==> config.mk <==
export PLATFORM = sky130hd
export DESIGN_NAME = mem_arbiter
export DESIGN_NICKNAME = d
export VERILOG_FILES = /design/src/rtl/mem_arbiter_pkg.sv /design/src/rtl/mem_arbiter_id_fifo.sv /design/src/rtl/mem_arbiter.sv
export SDC_FILE = /design/constraint.sdc
export NUM_CORES = 1
export LEC_CHECK = 0
export ABC_AREA = 1
export CAP_MARGIN = 20
export CORE_AREA = 3 3 115 117
export DETAILED_ROUTE_END_ITERATION = 10
export DIE_AREA = 0 0 118 120
export HOLD_SLACK_MARGIN = 0.03
export PLACE_DENSITY = 0.68
export SLEW_MARGIN = 20
export SYNTH_ARGS = -nofsm -noshare
export SYNTH_HDL_FRONTEND = slang
export SYNTH_SLANG_ARGS = --single-unit
==> constraint.sdc <==
create_clock -name i_clk -period 3.6 [get_ports i_clk]
set_input_delay 0.54 -clock i_clk [delete_from_list [all_inputs] [get_ports i_clk]]
set_output_delay 0.54 -clock i_clk [all_outputs]
set_load 0.1 [all_outputs]
==> src/rtl/mem_arbiter_pkg.sv <==
// Shared memory-system definitions: port identifiers, bus widths and
// default sizing for the two-port memory arbiter.
package mem_arbiter_pkg;

    localparam int ADDR_W    = 32;
    localparam int DATA_W    = 32;
    localparam int DEF_DEPTH = 4;
    localparam int DEF_BURST = 4;

    typedef enum logic {
        P_IMEM = 1'b0,
        P_DMEM = 1'b1
    } port_id_e;

    function automatic port_id_e other_port(input port_id_e id);
        return (id == P_IMEM) ? P_DMEM : P_IMEM;
    endfunction

endpackage

==> src/rtl/mem_arbiter_id_fifo.sv <==
// In-order FIFO of requester IDs for outstanding memory reads.
// Push on full and pop on empty are ignored, so the pointers can never wrap past each other.
module id_fifo #(
    parameter int WIDTH = 1,
    parameter int DEPTH = 4
) (
    input  logic             i_clk,
    input  logic             i_rst_n,
    input  logic             i_push,
    input  logic             i_pop,
    input  logic [WIDTH-1:0] i_din,
    output logic [WIDTH-1:0] o_head,
    output logic             o_full,
    output logic             o_empty
);

    localparam int AW = $clog2(DEPTH);

    logic [WIDTH-1:0] mem [DEPTH];
    logic [AW:0]      wr_ptr_q;
    logic [AW:0]      rd_ptr_q;
    logic             do_push;
    logic             do_pop;

    // Extra pointer MSB distinguishes full from empty when the indices match.
    assign o_empty = (wr_ptr_q == rd_ptr_q);
    assign o_full  = (wr_ptr_q[AW] != rd_ptr_q[AW]) &&
                     (wr_ptr_q[AW-1:0] == rd_ptr_q[AW-1:0]);
    assign do_push = i_push && !o_full;
    assign do_pop  = i_pop && !o_empty;
    assign o_head  = mem[rd_ptr_q[AW-1:0]];

    always_ff @(posedge i_clk or negedge i_rst_n) begin
        if (!i_rst_n) begin
            wr_ptr_q <= '0;
            rd_ptr_q <= '0;
        end else begin
            if (do_push) begin
                wr_ptr_q <= wr_ptr_q + 1'b1;
            end
            if (do_pop) begin
                rd_ptr_q <= rd_ptr_q + 1'b1;
            end
        end
    end

    always_ff @(posedge i_clk) begin
        if (do_push) begin
            mem[wr_ptr_q[AW-1:0]] <= i_din;
        end
    end

endmodule

==> src/rtl/mem_arbiter.sv <==
// Two-port (icache/dcache) memory arbiter: burst-limited round-robin issue,
// zero-latency forwarding, in-order read-response routing by tracked IDs.
module mem_arbiter
    import mem_arbiter_pkg::*;
#(
    parameter int DEPTH = DEF_DEPTH,
    parameter int BURST = DEF_BURST
) (
    input  logic              i_clk,
    input  logic              i_rst_n,

    output logic              o_p0_ready,
    input  logic [ADDR_W-1:0] i_p0_addr,
    input  logic              i_p0_ren,
    input  logic              i_p0_wen,
    input  logic [DATA_W-1:0] i_p0_wdata,
    output logic [DATA_W-1:0] o_p0_rdata,
    output logic              o_p0_valid,

    output logic              o_p1_ready,
    input  logic [ADDR_W-1:0] i_p1_addr,
    input  logic              i_p1_ren,
    input  logic              i_p1_wen,
    input  logic [DATA_W-1:0] i_p1_wdata,
    output logic [DATA_W-1:0] o_p1_rdata,
    output logic              o_p1_valid,

    input  logic              i_mem_ready,
    output logic [ADDR_W-1:0] o_mem_addr,
    output logic              o_mem_ren,
    output logic              o_mem_wen,
    output logic [DATA_W-1:0] o_mem_wdata,
    input  logic [DATA_W-1:0] i_mem_rdata,
    input  logic              i_mem_valid,

    output logic              o_err
);

    localparam int CNT_W = $clog2(BURST + 1);

    port_id_e         owner_q;
    port_id_e         owner_d;
    logic [CNT_W-1:0] burst_q;
    logic [CNT_W-1:0] burst_d;
    logic             err_q;

    logic             fifo_full;
    logic             fifo_empty;
    logic [0:0]       fifo_head;
    logic [0:0]       fifo_din;
    port_id_e         head_id;

    logic             owner_ready;
    logic             owner_ren;
    logic             owner_wen;
    logic             issue_rd;
    logic             issue_wr;
    logic             issue;
    logic             resp_ok;

    // Ready depends only on registered state and i_mem_ready, never on request strobes.
    assign owner_ready = i_mem_ready && !fifo_full;
    assign o_p0_ready  = owner_ready && (owner_q == P_IMEM);
    assign o_p1_ready  = owner_ready && (owner_q == P_DMEM);

    always_comb begin
        owner_ren   = i_p0_ren;
        owner_wen   = i_p0_wen;
        o_mem_addr  = i_p0_addr;
        o_mem_wdata = i_p0_wdata;
        if (owner_q == P_DMEM) begin
            owner_ren   = i_p1_ren;
            owner_wen   = i_p1_wen;
            o_mem_addr  = i_p1_addr;
            o_mem_wdata = i_p1_wdata;
        end
    end

    assign issue_rd  = owner_ready && owner_ren;
    assign issue_wr  = owner_ready && owner_wen;
    assign issue     = issue_rd || issue_wr;
    assign o_mem_ren = issue_rd;
    assign o_mem_wen = issue_wr;

    // Ownership passes on an idle owner cycle or when the burst allowance is used up.
    always_comb begin
        owner_d = owner_q;
        burst_d = burst_q;
        if (!issue || (burst_q == CNT_W'(BURST - 1))) begin
            owner_d = other_port(owner_q);
            burst_d = '0;
        end else begin
            burst_d = burst_q + 1'b1;
        end
    end

    always_ff @(posedge i_clk or negedge i_rst_n) begin
        if (!i_rst_n) begin
            owner_q <= P_IMEM;
            burst_q <= '0;
        end else begin
            owner_q <= owner_d;
            burst_q <= burst_d;
        end
    end

    assign fifo_din = owner_q;

    id_fifo #(
        .WIDTH (1),
        .DEPTH (DEPTH)
    ) u_id_fifo (
        .i_clk   (i_clk),
        .i_rst_n (i_rst_n),
        .i_push  (issue_rd),
        .i_pop   (i_mem_valid),
        .i_din   (fifo_din),
        .o_head  (fifo_head),
        .o_full  (fifo_full),
        .o_empty (fifo_empty)
    );

    assign head_id    = port_id_e'(fifo_head);
    assign resp_ok    = i_mem_valid && !fifo_empty;
    assign o_p0_valid = resp_ok && (head_id == P_IMEM);
    assign o_p1_valid = resp_ok && (head_id == P_DMEM);
    assign o_p0_rdata = i_mem_rdata;
    assign o_p1_rdata = i_mem_rdata;

    // A response with nothing outstanding is a protocol error; it sticks until reset.
    always_ff @(posedge i_clk or negedge i_rst_n) begin
        if (!i_rst_n) begin
            err_q <= 1'b0;
        end else if (i_mem_valid && fifo_empty) begin
            err_q <= 1'b1;
        end
    end

    assign o_err = err_q;

endmodule
==> impl_results.md, run 1 <==
- Congestion Overflow GR: 0
- Final min period: 2480 ps
- Slew margin rel.: 33.9%
- Final net count: 674
- Worst Setup End Kind: primary output
- Cts repair resizes: 0
- Setup Viol. Count Final: 0
- Post-CTS Hold Buffers: 0
- Worst setup path category: reg -> out
- DIE HEIGHT: 120 µm
- DRC viols: 0
- Worst-path cell chain: buf_4 -> nand2_1 -> nand2_1 -> nand3_4 -> inv_1 -> buf_12
- Sequential share of the synthesized area: 18.8%
- Drt wl/cell: 11.6 µm
- Area growth from synthesis to layout: 101%
- Largest net degree at the start of global routing: 73
- R2R cell count: 5
- Post-Route Setup TNS: 0 ps
- Routed Antenna Nets: 0
- CTS Buf Count: 3
- Postcts setup bufs: 0
- Worst-path clk slew: 50 ps
- Clk_skew: 1.54 ps
- DRT iter0 DRCs: 108
- DR WL met3: 1190 µm
- Hold_ws: 430 ps
- Max incr delay on CP: 580 ps
- Final Wtd Congestion: 0.746
- Register bit total from synthesis: 15
- Final Max Tran Viols: 0
- Path category of the worst min-delay check: reg -> reg
- Initial core utilization: 16.9%
- Critical Path Stages: 6
- Met1 wire length: 2790 µm
- H-tree lvl count: 1
- Post-DP HPWL: 6430 µm
- CP dominant cell by count: nand2_1
- Drt first pass iters: 4
- CTS tree: done
- Routed met2 length: 3660 µm
- Number of max-cap violations: 0
- Fin. Hold Viols: 0
- Routed vias/inst: 3.76
- Final wirelength: 7740 µm
- Die W: 118 µm
- Clock Path Buffers: 2
- CTS root buffer: clkbuf_16
- Worst-margin pin slew: 988 ps
- Worst Path Buf+Inv: 3
- Ys async rst share: 73.3%
- I/O pin cnt: 303
- Largest delay share family, worst path: buffers and inverters
- Ys flop type: dfrtp_1
- First-pass GRT wire length: 11700 µm
- Maximum net fanout on the critical path: 72
- Synth top area cells: nand2_1, buf_4, dfrtp_1
- Top cell type's share of synthesized area: 38.8%
- Vias in the first global route: 2357
- Total Routing Usage GR: 10.1%
- Outcome: finished clean
- RSZ-0062 raised after global routing: false
- Yosys cell types: 25
- Worst path arrival time: 1940 ps
- Syn_area_per_cell: 5.76 µm²
- Routed via count: 2518
- Antenna violations before repair: 0
- Nature of the critical path startpoint: flip-flop
- Most common cell after layout, fill and taps aside: nand2_1
- Critical Path Slowest Stage Cell: buf_4
- Largest area contributor in the netlist: nand2_1
- Die area: 0.0142 mm²
- Crit share post-route: 68.8%
- Clock sinks: 15
- Yosys Warn Count: 0
- Commonest cells after routing, fill and taps aside: nand2_1, clkdlybuf4s50_1, buf_12
- DR top layer: met4
- Clk Latency, worst-skew pair: 240 ps
- Layout cells sized above 1: 16.9%
- Max Clock Freq: 404 MHz
- EDFF count, synth: 4
- ANT cells: 0
- Cell row count: 41
- Hold Path Depth: 1
- Mapped Area: 0.00210 mm²
- Gate Count Post-Synth: 365
- Port-buffer cells: 206
- Critical path required time: 3060 ps
- Syn Nets: 540
- Core area: 0.0125 mm²
sequential cells by signal (all words and copies together) (netlist names):
signal              count
u_id_fifo.rd_ptr_q      3
u_id_fifo.mem           4
o_err                   1
u_id_fifo.wr_ptr_q      3
fifo_din                1
burst_q                 3
synth_stat cells (2+ instances only):
cell	n
nor2_1	9
dfrtp_1	11
nand2_1	217
xor2_1	2
buf_4	65
ha_1	7
nand2_2	2
buf_2	10
inv_1	16
inv_2	2
edfxtp_1	4
clkbuf_1	4
o21ai_0	2
nand3_1	3
final cells by class:
| cell class | count | area (µm²) |
|---|---|---|
| fill | 1318 | 8230 |
| timing repair buffer | 208 | 2390 |
| inverter | 18 | 67.6 |
| sequential | 15 | 397 |
| tap | 172 | 215 |
| clock buffer | 4 | 78.8 |
| multi-input combinational | 253 | 1080 |
cells by family (layout without fill, tap and decap cells):
family / after synthesis / after routing / synth area share (%)
simple gates: 237 / 237 / 44.4
buf+inv: 97 / 230 / 29.5
flops: 15 / 15 / 18.8
fa+ha+maj: 7 / 7 / 4.17
compound gates: 6 / 6 / 1.79
xor+xnor: 3 / 3 / 1.25
per-layer routing:
| layer | track usage, % | up-vias |
|---|---|---|
| li1 | - | 1289 |
| met1 | 10.8 | 1034 |
| met2 | 16.7 | 182 |
| met3 | 6.41 | 13 |
| met4 | 2.78 | 0 |
| met5 | 0 | - |
worst register-to-register path, delay by kind of cell (launching register included):
| kind | cells | cell delay, ps |
|---|---|---|
| buf+inv | 1 | 580 |
| simple gates | 4 | 520 |
| flops | 1 | 350 |
path summary, 6_finish.rpt:
check                                           from                           endpoint  slack (ps)
min in group asynchronous                    i_rst_n  u_id_fifo.rd_ptr_q[1]$_DFFE_PN0P_         630
worst max-delay path            fifo_din$_DFFE_PN0P_                          o_mem_ren        1120
worst min-delay path            burst_q[0]$_DFF_PN0_               burst_q[0]$_DFF_PN0_         430
max in group asynchronous                    i_rst_n               fifo_din$_DFFE_PN0P_        2600
worst max register to register  fifo_din$_DFFE_PN0P_         u_id_fifo.mem[3]$_DFFE_PP_        1850
worst min register to register  burst_q[0]$_DFF_PN0_               burst_q[0]$_DFF_PN0_         430
metrics by stage:
| step | instance area [µm²] | utilization [%] | instances | setup WS (ps) |
|---|---|---|---|---|
| after global routing | 4230 | 34.0 | 670 | 924 |
| after detailed placement | 4150 | 33.3 | 666 | 1350 |
| after CTS | 4230 | 34.0 | 670 | 1070 |
| after floorplan | 2100 | - | 365 | 1010 |
| final | 4230 | 34.0 | 670 | 1120 |
| after global placement | 4150 | 33.3 | 666 | 1350 |
Power of run 1 is left out: the tool's default activity adds up to more than one toggle a clock period on the data nets, which glitch-free logic cannot reach.
==> run 2: changes to the inputs <==
--- a/config.mk
+++ b/config.mk
@@ -7,11 +7,11 @@
 export LEC_CHECK = 0
 export ABC_AREA = 1
 export CAP_MARGIN = 20
-export CORE_AREA = 3 3 115 117
+export CORE_AREA = 3 3 116 118
 export DETAILED_ROUTE_END_ITERATION = 10
-export DIE_AREA = 0 0 118 120
+export DIE_AREA = 0 0 119 121
 export HOLD_SLACK_MARGIN = 0.03
-export PLACE_DENSITY = 0.68
+export PLACE_DENSITY = 0.67
 export SLEW_MARGIN = 20
 export SYNTH_ARGS = -nofsm -noshare
 export SYNTH_HDL_FRONTEND = slang
==> constraint.sdc (replaced) <==
create_clock -name i_clk -period 2.58 [get_ports i_clk]
set_input_delay 0.387 -clock i_clk [delete_from_list [all_inputs] [get_ports i_clk]]
set_output_delay 0.387 -clock i_clk [all_outputs]
set_load 0.1 [all_outputs]
==> impl_results.md, run 2 (synthesis results as in run 1) <==
- Outcome: finished clean
- Post-CTS Hold Buffers: 0
- Final Wtd Congestion: 0.777
- Initial core utilization: 16.7%
- Fillers: 1297
- GRT met2 Usage: 15.3%
- Cell row count: 41
- Clock Path Buffers: 2
- Routed via count: 2515
- Layout cells sized above 1: 17.4%
- Slew margin rel.: 66.5%
- CTS Buf Count: 3
- Worst Setup End Kind: primary output
- Core area: 0.0126 mm²
- Nature of the critical path startpoint: flip-flop
- Die W: 119 µm
- CTS root buffer: clkbuf_16
- Most common cell after layout, fill and taps aside: nand2_1
- Clk_skew: 1.89 ps
- FF/Latch Area: 397 µm²
- Vias in the first global route: 2354
- Worst-path cell chain: xnor2_1 -> nand4_1 -> nand2_1 -> inv_2 -> and2_1 -> buf_12
- Drt first pass iters: 4
- Final net count: 676
- Critical Path Slowest Stage Cell: dfrtp_1
- Critical path required time: 2190 ps
- Crit. Startpoint: u_id_fifo.rd_ptr_q[0]$_DFFE_PN0P_
- Met3 Use GR: 5.73%
- Cts repair resizes: 0
- Setup Viol. Count Final: 0
- Max reg flops: 4
- First-pass GRT wire length: 11700 µm
- Clock sinks: 15
- DRT iter0 DRCs: 80
- Routed vias/inst: 3.74
- Max Clock Freq: 486 MHz
- Busiest grt layer: met2
- Non-filler cells, final: 672
- Antenna violations before repair: 0
- Crit share post-route: 79.7%
- Number of max-cap violations: 0
- Hold Path Depth: 1
- DIE HEIGHT: 121 µm
- Hold_ws: 423 ps
- DRC viols: 0
- Fin. Hold Viols: 0
- Routed Antenna Nets: 0
- Maximum net fanout on the critical path: 5
- Area growth from synthesis to layout: 121%
- Largest net degree at the start of global routing: 41
- Met1 global-route usage: 11.8%
- Port-buffer cells: 206
- R2R cell count: 8
- Max incr delay on CP: 420 ps
- Final min period: 2060 ps
- Postcts setup bufs: 0
- Worst path arrival time: 1670 ps
- Congestion Overflow GR: 0
- Die area: 0.0144 mm²
- Clk Latency, worst-skew pair: 240 ps
- Placed insts: 668
- R2R Path Start: fifo_din$_DFFE_PN0P_
- Worst setup path category: reg -> out
- I/O pin cnt: 303
- ANT cells: 0
- Hold_sp: burst_q[0]$_DFF_PN0_
- RSZ-0062 raised after global routing: false
- Multi-input logic area: 0.00108 mm²
- Commonest cells after routing, fill and taps aside: nand2_1, clkdlybuf4s50_1, buf_12
- Worst-margin pin slew: 501 ps
- H-tree lvl count: 1
- Drt wl/cell: 11.6 µm
- Post-DP HPWL: 6770 µm
- Path category of the worst min-delay check: reg -> reg
- CTS tree: done
- Worst-path clk slew: 50 ps
- Post-Route Setup TNS: 0 ps
- Final wirelength: 7780 µm
- Total Routing Usage GR: 9.91%
- Final Max Tran Viols: 0
## run 2: changes by cell type in the layout (fill, tap and decap cells not counted), sizes merged
cell,change
buf,+3
clkdlybuf4s50,-1
## run 2: final timing paths
check / endpoint / slack, ps
worst max-delay path: o_p0_valid / 520
worst min-delay path: burst_q[0]$_DFF_PN0_ / 420
worst max register to register: fifo_din$_DFFE_PN0P_ / 1170
worst min register to register: burst_q[0]$_DFF_PN0_ / 420
max in group asynchronous: fifo_din$_DFFE_PN0P_ / 1730
min in group asynchronous: u_id_fifo.wr_ptr_q[0]$_DFFE_PN0N_ / 480
## run 2: final cells by class
class / instances / share of cell area (%)
Multi-Input combinational cell: 253 / 23.4
Sequential cell: 15 / 8.54
Inverter: 18 / 1.45
Tap cell: 172 / 4.63
Clock buffer: 4 / 1.70
Timing Repair Buffer: 210 / 60.3
## run 2: layer usage
layer	vias up	wire, µm
li1	1296	-
met1	1028	3030
met2	182	3530
met3	9	1140
met4	0	89
met5	-	0
## run 2: worst max-delay path, delay by kind of cell, from the launching register on
family	cells	cell delay [ps]
simple gates	3	490
xor+xnor	1	270
flops	1	420
buf+inv	2	240
## run 2: through the flow
step	worst slack (ps)	utilization, %	cell area, µm²
2_1_floorplan	139	-	2100
3_3_place_gp	688	36.3	4570
3_5_place_dp	694	36.3	4570
4_1_cts	538	37.0	4650
5_1_grt	419	37.0	4650
6_report	523	37.0	4650
Power of run 2 is left out for the same reason.
